## config.mk

```make
export PLATFORM = sky130hd
export DESIGN_NAME = load_store_unit
export DESIGN_NICKNAME = d
export VERILOG_FILES = /design/src/rtl/load_store_unit.sv
export SDC_FILE = /design/constraint.sdc
export NUM_CORES = 1
export LEC_CHECK = 0
export CORE_UTILIZATION = 60
export CTS_CLUSTER_SIZE = 28
export DETAILED_ROUTE_END_ITERATION = 7
export DONT_BUFFER_PORTS = 1
export MAX_ROUTING_LAYER = met4
export PLACE_DENSITY = 0.82
export SYNTH_ARGS = -nofsm -noshare
export SYNTH_HDL_FRONTEND = slang
export SYNTH_SLANG_ARGS = --single-unit
```

## constraint.sdc

```tcl
create_clock -name clk -period 5.7 [get_ports clk]
set_clock_uncertainty 0.15 [all_clocks]
set_input_delay 1.14 -clock clk [delete_from_list [all_inputs] [get_ports clk]]
set_output_delay 1.14 -clock clk [all_outputs]
set_load 0.03 [all_outputs]
```

## src/rtl/load_store_unit.sv

```systemverilog
// Load/store unit: accepts one CPU access at a time, does aligned loads with
// sign/zero extension and sub-doubleword stores as read-modify-write.
module load_store_unit #(
    parameter int unsigned WORD = 64
) (
    input  logic            clk,
    input  logic            reset,
    input  logic            req_valid,
    output logic            req_ready,
    input  logic            req_write,
    input  logic [1:0]      req_size,
    input  logic            req_signed,
    input  logic [WORD-1:0] req_addr,
    input  logic [WORD-1:0] req_wdata,
    output logic            resp_valid,
    output logic [WORD-1:0] resp_rdata,
    output logic            resp_error,
    output logic [WORD-1:0] mem_address,
    output logic            mem_read,
    output logic            mem_write,
    output logic [WORD-1:0] mem_write_data,
    input  logic [WORD-1:0] mem_read_data
);

    localparam int unsigned OFF_W = 3;
    localparam int unsigned SHAMT_W = OFF_W + 3;

    typedef enum logic [2:0] {IDLE, RD, RD_WAIT, WR, RESP} state_t;

    state_t            state;
    logic              write_q;
    logic [1:0]        size_q;
    logic              signed_q;
    logic [WORD-1:0]   addr_q;
    logic [WORD-1:0]   wdata_q;

    logic              misaligned_c;
    logic [SHAMT_W-1:0] shamt_c;
    logic [WORD-1:0]   size_mask_c;
    logic [WORD-1:0]   lane_c;
    logic [WORD-1:0]   load_c;
    logic [WORD-1:0]   merge_c;

    // Strobes and handshake decode straight from the state register
    assign req_ready   = (state == IDLE);
    assign resp_valid  = (state == RESP);
    assign mem_read    = (state == RD);
    assign mem_write   = (state == WR);
    assign mem_address = {addr_q[WORD-1:OFF_W], {OFF_W{1'b0}}};

    always_comb begin
        misaligned_c = 1'b0;
        case (req_size)
            2'd0:    misaligned_c = 1'b0;
            2'd1:    misaligned_c = req_addr[0];
            2'd2:    misaligned_c = |req_addr[1:0];
            default: misaligned_c = |req_addr[2:0];
        endcase
    end

    // Lane extraction, extension and store merge for the captured request
    always_comb begin
        shamt_c     = {addr_q[OFF_W-1:0], 3'b000};
        size_mask_c = '1;
        case (size_q)
            2'd0:    size_mask_c = {{(WORD-8){1'b0}},  8'hFF};
            2'd1:    size_mask_c = {{(WORD-16){1'b0}}, 16'hFFFF};
            2'd2:    size_mask_c = {{(WORD-32){1'b0}}, 32'hFFFF_FFFF};
            default: size_mask_c = '1;
        endcase
        lane_c = (mem_read_data >> shamt_c) & size_mask_c;
        load_c = lane_c;
        if (signed_q) begin
            case (size_q)
                2'd0:    load_c = {{(WORD-8){lane_c[7]}},   lane_c[7:0]};
                2'd1:    load_c = {{(WORD-16){lane_c[15]}}, lane_c[15:0]};
                2'd2:    load_c = {{(WORD-32){lane_c[31]}}, lane_c[31:0]};
                default: load_c = lane_c;
            endcase
        end
        merge_c = (mem_read_data & ~(size_mask_c << shamt_c))
                | ((wdata_q & size_mask_c) << shamt_c);
    end

    always_ff @(posedge clk) begin
        if (reset) begin
            state          <= IDLE;
            write_q        <= 1'b0;
            size_q         <= 2'd0;
            signed_q       <= 1'b0;
            addr_q         <= '0;
            wdata_q        <= '0;
            resp_rdata     <= '0;
            resp_error     <= 1'b0;
            mem_write_data <= '0;
        end else begin
            case (state)
                IDLE: begin
                    if (req_valid) begin
                        write_q    <= req_write;
                        size_q     <= req_size;
                        signed_q   <= req_signed;
                        addr_q     <= req_addr;
                        wdata_q    <= req_wdata;
                        resp_rdata <= '0;
                        if (misaligned_c) begin
                            resp_error <= 1'b1;
                            state      <= RESP;
                        end else begin
                            resp_error <= 1'b0;
                            if (req_write && (req_size == 2'd3)) begin
                                mem_write_data <= req_wdata;
                                state          <= WR;
                            end else begin
                                state <= RD;
                            end
                        end
                    end
                end
                RD:      state <= RD_WAIT;
                RD_WAIT: begin
                    if (write_q) begin
                        mem_write_data <= merge_c;
                        state          <= WR;
                    end else begin
                        resp_rdata <= load_c;
                        state      <= RESP;
                    end
                end
                WR:      state <= RESP;
                RESP:    state <= IDLE;
                default: state <= IDLE;
            endcase
        end
    end

endmodule

```

==> results.cfg <==
[run_status]
run_status = finished clean

[timing]
setup_viol = 0
worst_slew_pin_slew_ns = 1.168
maxSlewHeadroom_pct = 22.11
final-hold-violation-count = 0
tns_ns = 0
final.period_utilization_pct = 60.49
final_max_slew_viol_count = 0
max_freq_mhz = 290.0
rsz0062_at_grt = no
post-route-min-period_ns = 3.448

[power]
powerDensity_nw_per_um2 = 309.0
p_clk_share_pct = 36.8
p_leak_uw = 0.005034
power.share.switching_pct = 33.06
p_seq_share_pct = 46.2
intPower_uw = 3105
p_switching_uw = 1533
peakVddDrop_mv = 0.3289
comb_power_share_pct = 17.0

[placed_design]
dp.cells = 1956
place_congestion = 0.9985
dp_hpwl_mm = 39.89
dpl-instance-area_sq_um = 14170
port-buffer-count = 0

[synthesis]
syn_area_sq_um = 14860
synth_cell_types = 71
yosysWarnings = 0
seq_area_frac_synth_pct = 35.57
async_flop_share_pct = 0
synthFlopType = dfxtp_1
synth_area_leader_cell = dfxtp_1
synth_area_leaders = dfxtp_1 (36%), nand2_1 (10%), a21oi_1 (7.4%), mux2i_1 (6.1%), buf_4 (3.9%)
ys_ff_latch = 264
synth_enable_flop_cells = 0
syn_inst = 1845
yosysTopAreaCellShare_pct = 35.57
postSynthAreaPerCell_sq_um = 8.054

[setup_path]
worstPathMaxFanout = 46
critPathKind = reg -> reg
critPathRequiredTime_ns = 5.97
worst_setup_path_end_kind = flip-flop
cp-start-kind = flip-flop
cp.arrival_ns = 3.72
r2r_cells = 7

[die]
fp.coreArea_sq_um = 24320
die_area_sq_um = 25400
rows = 57
start_util_pct = 61.10
fp.dieH_microns = 159.4
ios = 396
chipWidth_microns = 159.4

[cts]
numCtsBuffers = 26
clock_latency_ns = 0.56
path_clk_slew_ns = 0.07
h-tree-depth = 1
hold_buffers = 0
cts.sinks = 264
root_buffer = clkbuf_16
cts_tree = built
post_cts_resized = 0
post_cts_buffers = 0
cts_buffer_depth = 3

[routing]
firstDrtPassIters = 6
wl_per_cell_microns = 27.51
viasPerCell = 7.008
postRouteAntennaNets = 0
wirelength_mm = 55.12
drtIter0Drc = 2115
drc_errors = 0
vias = 14040

[global_routing]
antenna_found_initial = 0
grt_pass1_vias = 12510
grt.overflow.total = 0
grt_pass1_wl_mm = 80.36
grt_use_total_pct = 42.56
grt_max_degree = 188

[finish]
final_nets = 1859
area_growth_pct = 1.002
final_cell_count_no_fill = 2004
final_layout_size_suffix_gt1_share_pct = 9.643
fin_area_sq_um = 15010
n_antenna_cell = 0

[worst_hold_path]
min_path_cells = 2
hold_class = reg -> reg

[job]
cap_violations = 0
==> path summary, 6_finish.rpt <==
kind | start | endpoint | slack, ns
max reg2reg | size_q[1] | resp_rdata[48] | 2.25
max | size_q[1] | resp_rdata[48] | 2.25
min reg2reg | wdata_q[63] | wdata_q[63] | 0.31
min | wdata_q[63] | wdata_q[63] | 0.31
==> cell type report <==
cell class              count  area [sq um]
clock buffers              28         668.1
clock inverters            20         173.9
fillers                  2153          9311
inverters                  16         60.06
multi-input cells        1330          8229
flip-flops and latches    264          5294
well taps                 324         405.4
repair buffers             22         177.7
==> synthesized netlist by cell type (all sizes together) (9+ instances only) <==
library cell / number
nand2: 407
dfxtp: 264
a21oi: 220
buf: 145
o21ai: 121
clkbuf: 92
mux2i: 90
nor2: 67
o211ai: 33
a221oi: 29
nor3: 25
o31ai: 25
o2bb2ai: 24
a211oi: 22
mux2: 21
o21a: 20
a22o: 17
a31oi: 17
mux4: 16
inv: 14
o22ai: 14
a22oi: 13
nand3: 13
a32oi: 10
and3b: 9
==> cell usage in the layout (no fill, tap or decap), drive strengths merged, types with 21 or more instances in the layout <==
master / Yosys / routed
clkbuf: 92 / 28
a211oi: 22 / 22
o211ai: 33 / 33
o31ai: 25 / 25
a221oi: 29 / 29
mux2i: 90 / 90
o2bb2ai: 24 / 24
o21ai: 121 / 121
buf: 145 / 22
nor3: 25 / 25
dfxtp: 264 / 264
a21oi: 220 / 220
nand2: 407 / 407
nor2: 67 / 67
mux2: 21 / 21
==> metal layers <==
layer  share of wire, %  global-route usage (%)  up-vias
li1                   -                       -     6217
met5                  0                       -        -
met4                5.0                   18.79        0
met3                 12                   11.10      143
met2                 44                   63.54      923
met1                 39                   54.10     6761
==> cell families after synthesis <==
group                  count (synthesis)  share of synthesized area (%)
muxes                                127                          10.08
and+or+nand+nor                      567                          16.39
buffers and inverters                253                          9.330
AOI/OAI and AO/OA                    633                          28.61
other                                  1                        0.02524
DFF                                  264                          35.57
==> worst max-delay path, stage by stage (launching register included) <==
cell and delay, ns:
dfxtp_1 0.30, buf_4 0.29, nand2_1 0.59, and2_1 0.99, nand2_1 0.21, nor3_4 0.17, buf_4 0.43, o21ai_1 0.14
==> flip-flops by register name (all words and copies together), names as in the netlist <==
name	flops
resp_rdata	64
size_q	2
signed_q	1
wdata_q	64
state	3
write_q	1
addr_q	64
mem_write_data	64
resp_error	1
==> power groups by stage <==
stage	logic, uW	registers [uW]	clock network, uW
6_report	786	2140	1710
5_1_grt	839	2150	1770
4_1_cts	767	2140	1700
3_5_place_dp	764	2180	0
3_3_place_gp	750	2180	0
2_1_floorplan	769	2050	0
==> stage by stage <==
stage | hold slack, ns | utilization (%) | setup slack [ns] | total power [uW]
2_1_floorplan | 0.2857 | - | 2.834 | 2818
3_3_place_gp | 0.2916 | 58.25 | 2.037 | 2927
3_5_place_dp | 0.2967 | 58.25 | 2.001 | 2944
4_1_cts | 0.3052 | 61.71 | 2.348 | 4607
5_1_grt | 0.3270 | 61.71 | 2.102 | 4763
6_report | 0.3112 | 61.71 | 2.252 | 4638
(Power assumes the default switching activity.)
